===== config.mk =====
export PLATFORM = sky130hd
export DESIGN_NAME = cb_n_branch
export DESIGN_NICKNAME = d
export VERILOG_FILES = /design/src/rtl/cb_n_branch.sv
export SDC_FILE = /design/constraint.sdc
export NUM_CORES = 1
export LEC_CHECK = 0
export CORE_MARGIN = 5
export CORE_UTILIZATION = 57
export CTS_CLUSTER_SIZE = 14
export DETAILED_ROUTE_END_ITERATION = 10
export GPL_TIMING_DRIVEN = 0
export PLACE_DENSITY = 0.89
export SLEW_MARGIN = 20
export SYNTH_ARGS = -nofsm -noshare
export SYNTH_HDL_FRONTEND = slang
export SYNTH_SLANG_ARGS = --single-unit

===== constraint.sdc =====
create_clock -name CLK -period 4.68 [get_ports CLK]
set_clock_uncertainty 0.2 [all_clocks]
set_input_delay 0.936 -clock CLK [delete_from_list [all_inputs] [get_ports CLK]]
set_output_delay 0.936 -clock CLK [all_outputs]
set_load 0.02 [all_outputs]

===== src/rtl/cb_n_branch.sv =====
// One-to-N branch buffer: a circular FIFO whose head word is offered to one channel
// (unicast), to all channels (broadcast), or discarded when its selector is out of range.
module cb_n_branch #(
    parameter int unsigned DATA_W = 8,
    parameter int unsigned N_OUT  = 4,
    parameter int unsigned DEPTH  = 4,
    parameter int unsigned SEL_W  = $clog2(N_OUT)
) (
    input  logic                    CLK,
    input  logic                    MR,
    input  logic                    CB_Send_in,
    input  logic [DATA_W-1:0]       CB_Data_in,
    input  logic [SEL_W-1:0]        CB_Br,
    input  logic                    CB_Bc,
    output logic                    CB_Ack_out,
    output logic [N_OUT-1:0]        CB_Send_out,
    output logic [DATA_W-1:0]       CB_Data_out,
    input  logic [N_OUT-1:0]        CB_Ack_in,
    output logic                    CB_Err,
    output logic [$clog2(DEPTH):0]  CB_Count
);

    localparam int unsigned PW = $clog2(DEPTH);
    localparam int unsigned CW = PW + 1;

    logic [DATA_W-1:0] data_mem [DEPTH];
    logic [SEL_W-1:0]  br_mem   [DEPTH];
    logic              bc_mem   [DEPTH];

    logic [PW-1:0]    head_q, head_d;
    logic [PW-1:0]    tail_q, tail_d;
    logic [CW-1:0]    count_q, count_d;
    logic [N_OUT-1:0] done_q, done_d;

    logic              not_empty;
    logic              push, pop;
    logic [DATA_W-1:0] hd_data;
    logic [SEL_W-1:0]  hd_br;
    logic              hd_bc;
    logic              sel_bad;
    logic [N_OUT-1:0]  one_hot;
    logic [N_OUT-1:0]  send;
    logic [N_OUT-1:0]  accepted;
    logic              err;

    assign not_empty = (count_q != '0);
    assign hd_data   = data_mem[head_q];
    assign hd_br     = br_mem[head_q];
    assign hd_bc     = bc_mem[head_q];
    // Only reachable when N_OUT is not a power of two.
    assign sel_bad   = (32'(hd_br) >= N_OUT);
    assign one_hot   = N_OUT'(1) << hd_br;

    assign CB_Ack_out = (count_q != CW'(DEPTH));
    assign push       = CB_Send_in & CB_Ack_out;

    always_comb begin
        send = '0;
        err  = 1'b0;
        if (not_empty) begin
            if (hd_bc) begin
                send = ~done_q;
            end else if (sel_bad) begin
                err = 1'b1;
            end else begin
                send = one_hot;
            end
        end
    end

    // Acks on channels not currently offered are masked out here.
    assign accepted = send & CB_Ack_in;

    always_comb begin
        pop    = 1'b0;
        done_d = done_q;
        if (not_empty) begin
            if (hd_bc) begin
                if (&(done_q | accepted)) begin
                    pop    = 1'b1;
                    done_d = '0;
                end else begin
                    done_d = done_q | accepted;
                end
            end else begin
                pop = err | (|accepted);
            end
        end
    end

    always_comb begin
        head_d  = pop  ? head_q + PW'(1) : head_q;
        tail_d  = push ? tail_q + PW'(1) : tail_q;
        count_d = count_q + CW'(push) - CW'(pop);
    end

    always_ff @(posedge CLK or posedge MR) begin
        if (MR) begin
            head_q  <= '0;
            tail_q  <= '0;
            count_q <= '0;
            done_q  <= '0;
        end else begin
            head_q  <= head_d;
            tail_q  <= tail_d;
            count_q <= count_d;
            done_q  <= done_d;
        end
    end

    // Storage is qualified by the count, so it needs no reset.
    always_ff @(posedge CLK) begin
        if (push) begin
            data_mem[tail_q] <= CB_Data_in;
            br_mem[tail_q]   <= CB_Br;
            bc_mem[tail_q]   <= CB_Bc;
        end
    end

    assign CB_Send_out = send;
    assign CB_Err      = err;
    assign CB_Data_out = not_empty ? hd_data : '0;
    assign CB_Count    = count_q;

endmodule


==> impl_metrics.tcl <==
set metrics [dict create \
    status "finished clean" \
    p_int_w 0.00124 \
    synth_compound_area_share_pct 4.04 \
    yosysTopAreaCell "edfxtp_1" \
    grt_pass1_vias 1381 \
    setup_tns_ns 0 \
    syn_nets 170 \
    yosysWarnings 0 \
    htreeDepth 2 \
    pwr-share-clk_pct 12.6 \
    relSlewSlack_pct 49.6 \
    syn-instance-count 145 \
    synth_ff_type "edfxtp_1" \
    async_flop_share_pct 20.0 \
    synthesis.area_um2 2350 \
    rows 23 \
    place_hpwl_um 3180 \
    diodes 0 \
    synth_edf_count 44 \
    synth_simple_gate_area_share_pct 7.12 \
    root_buffer "clkbuf_8" \
    grt-ovfl-total 0 \
    min_period_ns 3.90 \
    path_max_fanout 10 \
    nets 210 \
    combPwrFrac_pct 50.4 \
    core_area_um2 4000 \
    grt_max_degree 17 \
    final_common_cell "edfxtp_1" \
    die_area_um2 5520 \
    cp_slowest_stage_delay_ns 0.63 \
    finalPower_w 0.00199 \
    finish.utilization_pct 70.8 \
    netlist_top_cells_area "edfxtp_1, dfrtp_1, mux4_2" \
    postCtsSetupBuffers 0 \
    multi_input_area_um2 697 \
    crit_chain "buf_1 > mux4_2 > nor2_1 > a21oi_1 > nor2_1 > clkdlybuf4s50_1" \
    synth-xor-area-share_pct 1.86 \
    syn_area_per_cell_um2 16.2 \
    synth_mux_area_share_pct 12.4 \
    finalHoldViolCount 0 \
    timing.critical_path.mode_cell "nor2_1" \
    fin_cells 236 \
    totalWireLength_um 4420 \
    die_x_um 74.3 \
    seq_area_um2 1600 \
    required_ns 3.54 \
    worstSetupPathType "flip-flop to output pin" \
    synth_seq_area_share_pct 67.8 \
    final-max-slew-violation-count 0 \
    peakVddDrop_v 0.000493 \
    antenna_left 0 \
    drt_first_iter_violations 148 \
    wl_per_cell_um 18.7 \
    tightest_slew_ns 0.750 \
    grt_util_all_layers_pct 17.2 \
    placed_area_um2 2750 \
    start_kind "flip-flop" \
    clk_pin_slew_worst_paths_ns 0.09 \
    cts_resized 0 \
    cts.sinks 55 \
    cp-end-kind "output pin" \
    rsz0062_at_grt "false" \
    maxCapViolations 0 \
    final_cell_mix "edfxtp_1, clkdlybuf4s50_1, dfrtp_1, nor2_1, mux4_2" \
    p_sw_w 0.000742 \
    grt_pass1_wl_um 6820 \
    synth_fa_ha_area_share_pct 4.04 \
    min_path_type "flip-flop to flip-flop" \
    synth_top_area_share_pct 56.1 \
    path_buf_inv 2 \
    clockBufferDepth 2 \
    nFillCells 257 \
    start_util_pct 58.9 \
    numPortBuffers 33 \
    drtPass1Iterations 4 \
    tritoncts "yes" \
    slowest_stage "clkdlybuf4s50_1" \
    drive_gt1_share_pct 11.8 \
    antenna_found_initial 0 \
    maxClockFrequency_mhz 256 \
    via_per_inst 5.71 \
    synth_top_family_by_area "multiplexers" \
    power_frac_seq_pct 37.0 \
    num_vias 1348 \
    chipHeight_um 74.3 \
    path_delay_family "buffers and inverters" \
    p_sw_share_pct 37.3 \
    finalSetupViolCount 0 \
    ios 35 \
    ys_types 32 \
    period_share_pct 83.3 \
    final_area_um2 2830 \
    area_growth_pct 20.3 \
    dp_cells 228 \
    drc_errors 0 \
    hold_buffers 0 \
    pwr_density_cell_nw_per_um2 701 \
    ys_ff_latch 55 \
    clkLatencyLatePin_ns 0.30 \
    gp_congestion 0.803 \
    cts_inserted_buffers 5 \
    leakage_nw 1.04 \
    cp.arrival_ns 2.76 \
]
[sequential cells by signal (all words and copies together) (netlist names)]
signal,count
data_mem,32
br_mem,8
tail_q,2
head_q,2
CB_Count,3
bc_mem,4
done_q,4
[cells in the mapped netlist, types with 2 or more instances]
cell type,instances
nand2_1,2
inv_1,8
xnor2_1,4
nor2b_1,8
nor3_1,3
mux4_2,10
nand3_1,2
mux2i_1,4
edfxtp_1,44
a21oi_1,9
and3_1,4
nand2b_1,2
nor2_1,11
ha_1,6
dfrtp_1,11
[cell type report]
cell class	count	share of cell area (%)
multi-input cells	77	24.6
well taps	50	2.21
flip-flops and latches	55	56.4
repair buffers	33	11.7
plain buffers	5	1.10
clock inverters	2	0.442
clock buffers	6	2.56
inverters	8	1.06
[power by group through the flow]
stage	Clock, W	Sequential, W	Combinational, W
finish	0.000250	0.000736	0.00100
global route	0.000276	0.000745	0.00108
floorplan	0	0.000742	0.000640
detailed placement	0	0.000745	0.00101
CTS	0.000254	0.000734	0.00102
global placement	0	0.000732	0.000959
[routing by layer]
metal	up-vias	GRT usage [%]	routed length (µm)
li1	613	-	-
met1	683	20.1	1620
met2	40	30.5	2470
met3	12	4.59	222
met4	0	6.72	110
met5	-	0	0
[worst reg2reg max path, cell delays in order, from the launching register on]
cell	delay, ns
dfrtp_1	0.43
buf_1	0.51
mux4_2	0.48
nor3_1	0.29
o21a_1	0.19
ha_1	0.24
inv_1	0.06
ha_1	0.12
inv_1	0.04
fa_1	0.38
xnor2_1	0.18
xnor2_1	0.15
[cells by family (layout without fill, tap and decap cells)]
kind of cell,Yosys count,after routing
other,1,1
AO/OA/AOI/OAI,15,15
buffers and inverters,13,54
multiplexers,16,16
adder cells (fa/ha/maj),7,7
flip-flops,55,55
XOR/XNOR,5,5
AND/OR/NAND/NOR,33,33
[path summary, 6_finish.rpt]
| check | start | endpoint | slack [ns] | cells past startpoint |
|---|---|---|---|---|
| worst max-delay path | head_q[1] | CB_Send_out[0] | 0.78 | 6 |
| worst min-delay path | done_q[1] | done_q[1] | 0.35 | 2 |
| worst max register to register | head_q[1] | CB_Count[2] | 1.32 | 11 |
| worst min register to register | done_q[1] | done_q[1] | 0.35 | 2 |
| max in group asynchronous | MR | head_q[0] | 3.28 | 2 |
| min in group asynchronous | MR | done_q[3] | 0.71 | 2 |
[per-stage QoR]
step	setup slack [ns]	hold WS (ns)
2_1_floorplan	1.55	0.275
3_3_place_gp	1.13	0.298
3_5_place_dp	1.03	0.320
4_1_cts	0.809	0.340
5_1_grt	0.672	0.368
6_report	0.781	0.346
Note: power is estimated with default switching activity, not from simulation.
